[config.mk]
export PLATFORM = sky130hd
export DESIGN_NAME = pipe_hazard_ctrl_flat
export DESIGN_NICKNAME = d
export VERILOG_FILES = /design/src/rtl/pipe_hazard_ctrl_pkg.sv /design/src/rtl/pipe_hazard_ctrl_if.sv /design/src/rtl/pipe_hazard_ctrl_sat_counter.sv /design/src/rtl/pipe_hazard_ctrl.sv /design/src/flat_wrapper.sv
export SDC_FILE = /design/constraint.sdc
export NUM_CORES = 1
export LEC_CHECK = 0
export CAP_MARGIN = 10
export CORE_ASPECT_RATIO = 0.5
export CORE_MARGIN = 8
export CORE_UTILIZATION = 44
export CTS_CLUSTER_DIAMETER = 40
export DETAILED_ROUTE_END_ITERATION = 6
export PLACE_DENSITY = 0.87
export RECOVER_POWER = 50
export SYNTH_ARGS = -nofsm -noshare
export SYNTH_HDL_FRONTEND = slang
export SYNTH_SLANG_ARGS = --single-unit
export TNS_END_PERCENT = 50
[constraint.sdc]
create_clock -name clk -period 2.1 [get_ports clk]
set_clock_uncertainty 0.2 [all_clocks]
set_input_delay 0.525 -clock clk [delete_from_list [all_inputs] [get_ports clk]]
set_output_delay 0.525 -clock clk [all_outputs]
set_load 0.03 [all_outputs]
[src/rtl/pipe_hazard_ctrl_pkg.sv]
// pipe_pkg: shared FSM state and forwarding-select encodings for the hazard unit
package pipe_pkg;
  typedef enum logic [1:0] {ST_RUN, ST_DRAIN, ST_HALTED} state_e;
  localparam logic [1:0] FWD_RF    = 2'd0;
  localparam logic [1:0] FWD_EXMEM = 2'd1;
  localparam logic [1:0] FWD_MEMWB = 2'd2;
endpackage

[src/rtl/pipe_hazard_ctrl_if.sv]
// pipe_hazard_ctrl_if: pipeline status in, stage controls and forwarding selects out
interface pipe_hazard_ctrl_if #(parameter int REG_AW = 3, parameter int CNT_W = 16);
  logic              id_valid, id_halt, id_rs_use, id_rt_use;
  logic [REG_AW-1:0] id_rs_addr, id_rt_addr, ex_rs_addr, ex_rt_addr;
  logic              ex_regwrite, ex_memread, mem_regwrite, wb_regwrite;
  logic [REG_AW-1:0] ex_wreg, mem_wreg, wb_wreg;
  logic              ex_redirect, imem_stall, dmem_stall;
  logic              pc_en, ifid_en, idex_en, exmem_en, memwb_en;
  logic              ifid_flush, idex_flush;
  logic [1:0]        fwd_a, fwd_b;
  logic              halted, err;
  logic [CNT_W-1:0]  stall_cnt, flush_cnt;
  modport master (
    output id_valid, id_halt, id_rs_use, id_rt_use, id_rs_addr, id_rt_addr,
           ex_rs_addr, ex_rt_addr, ex_regwrite, ex_memread, mem_regwrite, wb_regwrite,
           ex_wreg, mem_wreg, wb_wreg, ex_redirect, imem_stall, dmem_stall,
    input  pc_en, ifid_en, idex_en, exmem_en, memwb_en, ifid_flush, idex_flush,
           fwd_a, fwd_b, halted, err, stall_cnt, flush_cnt
  );
  modport slave (
    input  id_valid, id_halt, id_rs_use, id_rt_use, id_rs_addr, id_rt_addr,
           ex_rs_addr, ex_rt_addr, ex_regwrite, ex_memread, mem_regwrite, wb_regwrite,
           ex_wreg, mem_wreg, wb_wreg, ex_redirect, imem_stall, dmem_stall,
    output pc_en, ifid_en, idex_en, exmem_en, memwb_en, ifid_flush, idex_flush,
           fwd_a, fwd_b, halted, err, stall_cnt, flush_cnt
  );
endinterface

[src/rtl/pipe_hazard_ctrl_sat_counter.sv]
// sat_counter: counter that sticks at all-ones instead of wrapping
module sat_counter #(parameter int W = 16) (
  input  logic         clk,
  input  logic         rst_n,
  input  logic         inc,
  output logic [W-1:0] cnt
);
  logic [W-1:0] cnt_q, cnt_d;
  assign cnt_d = (inc && cnt_q != '1) ? cnt_q + 1'b1 : cnt_q;
  always_ff @(posedge clk or negedge rst_n)
    if (!rst_n) cnt_q <= '0;
    else cnt_q <= cnt_d;
  assign cnt = cnt_q;
endmodule

[src/rtl/pipe_hazard_ctrl.sv]
// pipe_hazard_ctrl: stage enables/flushes, EX forwarding, halt drain FSM and perf counters
module pipe_hazard_ctrl import pipe_pkg::*; #(
  parameter int REG_AW    = 3,
  parameter int DRAIN_CYC = 3,
  parameter int CNT_W     = 16
) (
  input logic               clk,
  input logic               rst_n,
  pipe_hazard_ctrl_if.slave bus
);
  localparam int DW = (DRAIN_CYC > 1) ? $clog2(DRAIN_CYC) : 1;
  state_e          state_q;
  logic [DW-1:0]   drain_q;
  logic            halted_q, err_q;
  logic            run, drn, frz, lu, accept, pc_en;
  logic            stall_inc, flush_inc;
  assign run = state_q == ST_RUN;
  assign drn = state_q == ST_DRAIN;
  // anything that is neither RUN nor DRAIN (HALTED or a corrupt encoding) freezes
  assign frz = bus.dmem_stall | ~(run | drn);
  assign lu  = bus.id_valid & bus.ex_memread & bus.ex_regwrite &
               ((bus.id_rs_use & (bus.id_rs_addr == bus.ex_wreg)) |
                (bus.id_rt_use & (bus.id_rt_addr == bus.ex_wreg)));
  assign accept = run & bus.id_valid & bus.id_halt & ~bus.dmem_stall & ~bus.ex_redirect & ~lu;
  assign pc_en          = ~frz & run & (bus.ex_redirect | ~(lu | bus.imem_stall));
  assign bus.pc_en      = pc_en;
  assign bus.ifid_en    = ~frz & ~(run & ~bus.ex_redirect & lu);
  assign bus.idex_en    = ~frz;
  assign bus.exmem_en   = ~frz;
  assign bus.memwb_en   = ~frz;
  assign bus.ifid_flush = ~frz & (drn | (run & (bus.ex_redirect | (~lu & bus.imem_stall))));
  assign bus.idex_flush = ~frz & run & (bus.ex_redirect | lu);
  always_comb begin
    bus.fwd_a = (bus.mem_regwrite && bus.mem_wreg == bus.ex_rs_addr) ? FWD_EXMEM :
                (bus.wb_regwrite  && bus.wb_wreg  == bus.ex_rs_addr) ? FWD_MEMWB : FWD_RF;
    bus.fwd_b = (bus.mem_regwrite && bus.mem_wreg == bus.ex_rt_addr) ? FWD_EXMEM :
                (bus.wb_regwrite  && bus.wb_wreg  == bus.ex_rt_addr) ? FWD_MEMWB : FWD_RF;
  end
  always_ff @(posedge clk or negedge rst_n)
    if (!rst_n) begin
      state_q  <= ST_RUN;
      drain_q  <= '0;
      halted_q <= 1'b0;
      err_q    <= 1'b0;
    end else begin
      case (state_q)
        ST_RUN: if (accept) begin
          state_q <= ST_DRAIN;
          drain_q <= DW'(DRAIN_CYC - 1);
        end
        ST_DRAIN: begin
          if (bus.ex_redirect | (bus.id_halt & bus.id_valid)) err_q <= 1'b1;
          if (!bus.dmem_stall) begin
            if (drain_q == '0) begin
              state_q  <= ST_HALTED;
              halted_q <= 1'b1;
            end else drain_q <= drain_q - 1'b1;
          end
        end
        ST_HALTED: halted_q <= 1'b1;
        default: begin
          err_q   <= 1'b1;
          state_q <= ST_HALTED;
        end
      endcase
    end
  assign bus.halted = halted_q;
  assign bus.err    = err_q;
  assign stall_inc  = run & ~pc_en & ~bus.ex_redirect;
  assign flush_inc  = run & bus.ex_redirect;
  sat_counter #(.W(CNT_W)) u_stall_cnt (.clk(clk), .rst_n(rst_n), .inc(stall_inc), .cnt(bus.stall_cnt));
  sat_counter #(.W(CNT_W)) u_flush_cnt (.clk(clk), .rst_n(rst_n), .inc(flush_inc), .cnt(bus.flush_cnt));
endmodule

[src/flat_wrapper.sv]
// flat-port wrapper written by rule: the top's interface ports become plain ports
module pipe_hazard_ctrl_flat import pipe_pkg::*;
#(
  parameter int REG_AW    = 3,
  parameter int DRAIN_CYC = 3,
  parameter int CNT_W     = 16
)
  (clk, rst_n, bus_id_valid, bus_id_halt, bus_id_rs_use, bus_id_rt_use, bus_id_rs_addr, bus_id_rt_addr, bus_ex_rs_addr, bus_ex_rt_addr, bus_ex_regwrite, bus_ex_memread, bus_mem_regwrite, bus_wb_regwrite, bus_ex_wreg, bus_mem_wreg, bus_wb_wreg, bus_ex_redirect, bus_imem_stall, bus_dmem_stall, bus_pc_en, bus_ifid_en, bus_idex_en, bus_exmem_en, bus_memwb_en, bus_ifid_flush, bus_idex_flush, bus_fwd_a, bus_fwd_b, bus_halted, bus_err, bus_stall_cnt, bus_flush_cnt);
  pipe_hazard_ctrl_if #(.REG_AW(REG_AW), .CNT_W(CNT_W)) bus_i ();
  input logic clk;
  input logic rst_n;
  input wire logic [$bits(bus_i.id_valid)-1:0] bus_id_valid;
  input wire logic [$bits(bus_i.id_halt)-1:0] bus_id_halt;
  input wire logic [$bits(bus_i.id_rs_use)-1:0] bus_id_rs_use;
  input wire logic [$bits(bus_i.id_rt_use)-1:0] bus_id_rt_use;
  input wire logic [$bits(bus_i.id_rs_addr)-1:0] bus_id_rs_addr;
  input wire logic [$bits(bus_i.id_rt_addr)-1:0] bus_id_rt_addr;
  input wire logic [$bits(bus_i.ex_rs_addr)-1:0] bus_ex_rs_addr;
  input wire logic [$bits(bus_i.ex_rt_addr)-1:0] bus_ex_rt_addr;
  input wire logic [$bits(bus_i.ex_regwrite)-1:0] bus_ex_regwrite;
  input wire logic [$bits(bus_i.ex_memread)-1:0] bus_ex_memread;
  input wire logic [$bits(bus_i.mem_regwrite)-1:0] bus_mem_regwrite;
  input wire logic [$bits(bus_i.wb_regwrite)-1:0] bus_wb_regwrite;
  input wire logic [$bits(bus_i.ex_wreg)-1:0] bus_ex_wreg;
  input wire logic [$bits(bus_i.mem_wreg)-1:0] bus_mem_wreg;
  input wire logic [$bits(bus_i.wb_wreg)-1:0] bus_wb_wreg;
  input wire logic [$bits(bus_i.ex_redirect)-1:0] bus_ex_redirect;
  input wire logic [$bits(bus_i.imem_stall)-1:0] bus_imem_stall;
  input wire logic [$bits(bus_i.dmem_stall)-1:0] bus_dmem_stall;
  output wire logic [$bits(bus_i.pc_en)-1:0] bus_pc_en;
  output wire logic [$bits(bus_i.ifid_en)-1:0] bus_ifid_en;
  output wire logic [$bits(bus_i.idex_en)-1:0] bus_idex_en;
  output wire logic [$bits(bus_i.exmem_en)-1:0] bus_exmem_en;
  output wire logic [$bits(bus_i.memwb_en)-1:0] bus_memwb_en;
  output wire logic [$bits(bus_i.ifid_flush)-1:0] bus_ifid_flush;
  output wire logic [$bits(bus_i.idex_flush)-1:0] bus_idex_flush;
  output wire logic [$bits(bus_i.fwd_a)-1:0] bus_fwd_a;
  output wire logic [$bits(bus_i.fwd_b)-1:0] bus_fwd_b;
  output wire logic [$bits(bus_i.halted)-1:0] bus_halted;
  output wire logic [$bits(bus_i.err)-1:0] bus_err;
  output wire logic [$bits(bus_i.stall_cnt)-1:0] bus_stall_cnt;
  output wire logic [$bits(bus_i.flush_cnt)-1:0] bus_flush_cnt;
  assign bus_i.id_valid = bus_id_valid;
  assign bus_i.id_halt = bus_id_halt;
  assign bus_i.id_rs_use = bus_id_rs_use;
  assign bus_i.id_rt_use = bus_id_rt_use;
  assign bus_i.id_rs_addr = bus_id_rs_addr;
  assign bus_i.id_rt_addr = bus_id_rt_addr;
  assign bus_i.ex_rs_addr = bus_ex_rs_addr;
  assign bus_i.ex_rt_addr = bus_ex_rt_addr;
  assign bus_i.ex_regwrite = bus_ex_regwrite;
  assign bus_i.ex_memread = bus_ex_memread;
  assign bus_i.mem_regwrite = bus_mem_regwrite;
  assign bus_i.wb_regwrite = bus_wb_regwrite;
  assign bus_i.ex_wreg = bus_ex_wreg;
  assign bus_i.mem_wreg = bus_mem_wreg;
  assign bus_i.wb_wreg = bus_wb_wreg;
  assign bus_i.ex_redirect = bus_ex_redirect;
  assign bus_i.imem_stall = bus_imem_stall;
  assign bus_i.dmem_stall = bus_dmem_stall;
  assign bus_pc_en = bus_i.pc_en;
  assign bus_ifid_en = bus_i.ifid_en;
  assign bus_idex_en = bus_i.idex_en;
  assign bus_exmem_en = bus_i.exmem_en;
  assign bus_memwb_en = bus_i.memwb_en;
  assign bus_ifid_flush = bus_i.ifid_flush;
  assign bus_idex_flush = bus_i.idex_flush;
  assign bus_fwd_a = bus_i.fwd_a;
  assign bus_fwd_b = bus_i.fwd_b;
  assign bus_halted = bus_i.halted;
  assign bus_err = bus_i.err;
  assign bus_stall_cnt = bus_i.stall_cnt;
  assign bus_flush_cnt = bus_i.flush_cnt;
  pipe_hazard_ctrl #(.REG_AW(REG_AW), .DRAIN_CYC(DRAIN_CYC), .CNT_W(CNT_W)) u_core (.clk(clk), .rst_n(rst_n), .bus(bus_i));
endmodule
After elaboration in Yosys (flattened, before gate mapping). Index checks and enable logic that the tools add are counted.

Register bits: 38. Memory bits (read-only): 0. Logic and storage cells: 98. Memories kept: 0. RAM bits: 0. Bits in latches: 0.

$add $sub $neg: 3. Shifts and indexed selects: 0. Div/mod/pow operators: 0. Equality and inequality tests: 15. Bitwise operators: 42. Magnitude comparators: 0. Muxes and demuxes: 17. Reductions and logical operators: 15. Multiply operators: 0.

Operators with widths (number): 16-bit by 1-bit adder with 16-bit output (second input constant) (2); 16-bit != test (second input constant) (2); 1-bit AND (23); 2-bit two-way mux (10); 3-bit equality test (6); 2-bit != test (second input constant) (5); 1-bit inverter (10); 1-bit bitwise OR (9); 4-bit AND reduction (2); 1-bit logical AND (6); 2-bit case mux with 3 select lines (1); 2-bit logical NOT (2); 1-bit case mux with 2 select lines (2); 2-bit case mux with 2 select lines (1); 2-bit nonzero test (2); 1-bit two-way mux (3); 3-bit AND reduction (1); 2-bit by 1-bit equality test with 1-bit output (second input constant) (1); 2-bit equality test (second input constant) (1); 2-bit AND reduction (1); 2-bit OR reduction (1); 2-bit by 1-bit subtractor with 2-bit output (second input constant) (1).

Logic depth before layout (Yosys ltp).
Depth after elaboration: 12. Depth in mapped cells: 8. Gate-level depth less buffers: 7.

Hierarchy. A second synthesis with hierarchy kept.

Cells, all modules: 222. Area total of the unflattened synthesis: 2366.0 um^2.

Modules (own cells, without submodules): sat_counter (instances 2, area each 859.6 um^2, cells each 72, seq. area each 400.4 um^2); pipe_hazard_ctrl (instances 1, area each 646.9 um^2, cells each 78, seq. area each 150.1 um^2).

Worst setup path after synthesis. Ideal clock, no wire load.

Path type: input to output. Start: input port bus_ex_wreg[1]. End: output port bus_idex_flush. Arrival: 2012 ps. Slack: -637 ps. Stages: 5. Required time: 1375 ps. Cells stage by stage: xnor2_1 > nand4_1 > a21oi_4 > nor2_1 > nor4_1.

Longest elaborated chain between the ends: 6.

Ends and longest elaborated chain: start: declaration (line flat_wrapper.sv:24) `input wire logic [$bits(bus_i.ex_wreg)-1:0] bus_ex_wreg;`; 3-bit equality test (on tied branches) (line pipe_hazard_ctrl.sv:22, pipe_hazard_ctrl.sv:23); 1-bit AND (on tied branches) (line pipe_hazard_ctrl.sv:22, pipe_hazard_ctrl.sv:23); 1-bit bitwise OR * (line pipe_hazard_ctrl.sv:22) `((bus.id_rs_use & (bus.id_rs_addr == bus.ex_wreg)) |`; 1-bit AND * (line pipe_hazard_ctrl.sv:21) `assign lu = bus.id_valid & bus.ex_memread & bus.ex_regwrite &`; 1-bit bitwise OR * (line pipe_hazard_ctrl.sv:32) `assign bus.idex_flush = ~frz & run & (bus.ex_redirect | lu);`; 1-bit AND * (line pipe_hazard_ctrl.sv:32); end: declaration (line flat_wrapper.sv:36) `output wire logic [$bits(bus_i.idex_flush)-1:0] bus_idex_flush;`.

Every way passes the cells marked *; elsewhere a longest branch is shown, timed or not.

Worst setup path after layout.
Start: input port bus_ex_wreg[0]. End: output port bus_pc_en.

Longest elaborated chain between the ends: 8.

Ends and longest elaborated chain: 3-bit equality test (on tied branches) (line pipe_hazard_ctrl.sv:22, pipe_hazard_ctrl.sv:23); 1-bit AND (on tied branches) (line pipe_hazard_ctrl.sv:22, pipe_hazard_ctrl.sv:23); 1-bit bitwise OR * (line pipe_hazard_ctrl.sv:22); 1-bit AND * (line pipe_hazard_ctrl.sv:21); 1-bit bitwise OR * (line pipe_hazard_ctrl.sv:25) `assign pc_en = ~frz & run & (bus.ex_redirect | ~(lu | bus.imem_stall));`; 1-bit inverter * (line pipe_hazard_ctrl.sv:25); 1-bit bitwise OR * (line pipe_hazard_ctrl.sv:25); 1-bit AND * (line pipe_hazard_ctrl.sv:25); end: declaration (line flat_wrapper.sv:30) `output wire logic [$bits(bus_i.pc_en)-1:0] bus_pc_en;`.

Marks and branches as above.

==> results.md <==
- Status: finished, violations left
- First-pass GRT wire length: roughly 9.5 mm
- Crit path DAT: approximately 1700 ps
- Top_reg_cell synth: dfrtp_1
- RePlAce Congestion: a little over 0.8
- Via count: between 1500 and 2000
- Synth Warn #: 0
- Post-Syn Instances: 199
- # fillers: 284
- Slew Viols, Final: 0
- Worst min path class: input port to asynchronous set/reset pin
- Clk_lat worst skew: 300 ps
- Top cell type by total area after synthesis: dfrtp_1
- Total die area: 7230 sq um
- Worst Setup SP: bus_ex_wreg[0]
- H-tree depth: 2
- Max-cap viol count: 0
- Setup crit start kind: input port
- DRT Wirelength: roughly 6 mm
- Hold Fails Final Rpt: 0
- CP max stage delay: 210 ps
- R2R Path End: u_core.u_stall_cnt.cnt[14]$_DFFE_PN0P_
- Worst slack, placed: -1070 ps
- Wire per inst: between 15 and 20 um
- RSZ-0062 raised after global routing: yes
- Post-synth ARST share: 100%
- Post-synth top cells: xnor2_1 (39), dfrtp_1 (38), nand2_1 (18)
- Vias per std cell: roughly 5
- Path depth of the worst reg2reg path: 6
- Top Ports: 79
- Buffers on Ports: 78
- WS Path Type: input port to output pin
- Largest family of logic cells by synthesized area: simple AND/OR/NAND/NOR gates
- Post-synth EDFFs: 0
- Top delay family on crit path: buffers and inverters
- CTS tree: yes
- N_diodes: 0
- Failing checks: setup timing
- Hold buffers post-CTS: 0
- Row count: 17
- Mapped Nets: about 240
- PwrDens: 721 nW/um^2
- Mean Syn Cell Area: between 10 and 15 sq um
- CP Max Fanout: 3
- Top cells by area, synth: dfrtp_1 (46%), xnor2_1 (17%), xor2_1 (3.8%)
- Clock Tree Root: clkbuf_8
- CTS max path bufs: 2
- Worst vdd ir: 625 uV
- Drt pass-1 iters: 4
- Crit-path cells: buf_6 -> xnor2_2 -> nand4_1 -> a21oi_4 -> buf_6 -> nor2_4 -> nor2_4 -> nor4_4 -> buf_4
- WP data required: between 1000 and 1500 ps
- Setup slack, reg-to-reg: 10 ps
- Slew HR: between 30% and 40%
- Final WS setup: -283 ps
- Endpoints failing setup: 5
- Post-Synth Adder-Cell Area: under 10%
- Simple-gate share of the synthesized area: between 20% and 30%
- Clk slew on worst S/H paths: ~70 ps
- Synth-to-Final Area Change: 63.3%
- Vias in the first global route: around 2000
- CP bufs+invs: 3
- Sink Count: 38
- Die extent in x: roughly 110 um
- Die height: roughly 64 um
- Worst Tran Pin Value: around 920 ps
- Leakage Power: between 1.5 and 2 nW
- Overall power: 2.41 mW
- Num CTS Buffers: 5
- Slowest stage cell, crit path: a21oi_4
- Register area share after synthesis: 46.4%
- Fmax: about 420 MHz
- # DRC: 0
- Largest net degree at the start of global routing: 39
- Most frequent cell after synthesis: xnor2_1
- Post-DP Area: approximately 3100 sq um
- Mux cell area share after synthesis: 1.10%
- Antenna-violating nets left: 0
- Synth cell types: 36
- Initial Utilization: between 40% and 50%
- Ratio of cells with drive above 1 in the final layout: 34.5%
- Top cell type's share of synthesized area: 46.4%
- Minimum clock period: ~2400 ps
- R2r startpoint: u_core.u_stall_cnt.cnt[6]$_DFFE_PN0P_
- Setup TNS: -1130 ps
- Fin crit share: 113%
- Yosys reg bits: 38
- Synth Area in Compound Gates: ~5.7%
- Initial DRC Count: 78
- Initial antenna violation count: 0
- Critical Path End Type: output pin
- Post-Syn Area: 2050 sq um
- Total track usage: approximately 16%
- DPL Wire Length: 4.40 mm
- Finished Cell Area: about 3300 sq um
- Final net count: roughly 350
- Core Area: 4450 sq um
- Post-Synth XOR/XNOR Area: between 20 and 25%
- Grt ovf: 0
- Core Util, Final: about three quarters
## where the power goes
| part | switching (mW) | internal (mW) |
|---|---|---|
| logic | 0.516 | 0.390 |
| clock network | 0.262 | 0.264 |
| registers | 0.131 | 0.850 |
| total | 0.910 | 1.50 |
## through the flow
stage / std cells / hold slack, ps
CTS: 364 / 78.4
finish: 367 / 238
global placement: 353 / 248
detailed placement: 353 / 256
floorplan: 199 / 29.4
global route: 367 / 304
## area by class of cell
type | count | area [sq um] | share of cell area (%)
Clock inverter | 2 | 12.5 | 0.374
Inverter | 3 | 11.3 | 0.336
Timing Repair Buffer | 109 | 906 | 27.1
Multi-Input combinational cell | 152 | 1310 | 39.2
Sequential cell | 38 | 951 | 28.4
Clock buffer | 6 | 82.6 | 2.47
Tap cell | 57 | 71.3 | 2.13
## per-layer routing
| layer | vias to the layer above | routed length, um | track usage [%] |
|---|---|---|---|
| met1 | 903 | 2270 | 16.5 |
| met3 | 14 | 263 | 4.31 |
| li1 | 909 | - | - |
| met5 | - | 0 | 0 |
| met4 | 0 | 126 | 6.66 |
| met2 | 49 | 3460 | 31.2 |
## how the worst max path moves through the flow
stage | endpoint | slack, ps | cells past startpoint
global placement | bus_pc_en | -1010 | 8
detailed placement | bus_pc_en | -1070 | 8
CTS | bus_idex_flush | -350 | 8
finish | bus_pc_en | -280 | 9
global route | bus_pc_en | -320 | 9
floorplan | bus_idex_flush | -140 | 5
## cell families (layout without fill, tap and decap cells)
family / Yosys count / in the layout
DFF: 38 / 38
muxes: 2 / 2
AOI/OAI and AO/OA: 14 / 14
and+or+nand+nor: 85 / 85
adders and majority gates: 3 / 3
xor gates and xnor gates: 48 / 48
buffers and inverters: 9 / 120
## cell usage in the layout, fill, tap and decap left out, types with 2 or more instances in the layout
| cell | n |
|---|---|
| nor2_4 | 4 |
| inv_1 | 3 |
| and3_1 | 7 |
| clkbuf_8 | 6 |
| and4_1 | 2 |
| xnor2_1 | 28 |
| nor3_2 | 2 |
| nor2_1 | 9 |
| dlygate4sd2_1 | 42 |
| clkbuf_2 | 4 |
| nand3_1 | 14 |
| nand4_1 | 10 |
| buf_2 | 9 |
| nor3_4 | 2 |
| clkdlybuf4s50_1 | 4 |
| ha_1 | 3 |
| nand2b_1 | 2 |
| buf_4 | 33 |
| dfrtp_1 | 38 |
| buf_6 | 12 |
| nand2_1 | 17 |
| o21a_1 | 2 |
| xnor2_2 | 11 |
| a21o_1 | 2 |
| and2_1 | 2 |
| xor2_2 | 4 |
| nor4b_1 | 2 |
| xor2_1 | 5 |
| nor4_4 | 2 |
| mux2_2 | 2 |
| clkdlybuf4s15_1 | 2 |
## registers in the layout (all words and copies together), names as in the netlist
register	cells
u_core.bus.halted	1
u_core.u_flush_cnt.cnt	16
u_core.u_stall_cnt.cnt	16
u_core.bus.err	1
u_core.state_q	2
u_core.drain_q	2
## worst register-to-register path: cells and delay by family, from the launching register on
family	cells	cell delay [ps]
flip-flops	1	400
buffers and inverters	1	120
AND/OR/NAND/NOR	4	1130
XOR/XNOR	1	140
## repair_timing
action,4_1_cts,5_1_grt
resized for setup,153,24
setup buffers,3,4
endpoints found under the setup margin,67,24
pin swaps,27,16
No activity file was read; power rests on OpenSTA's default activity.
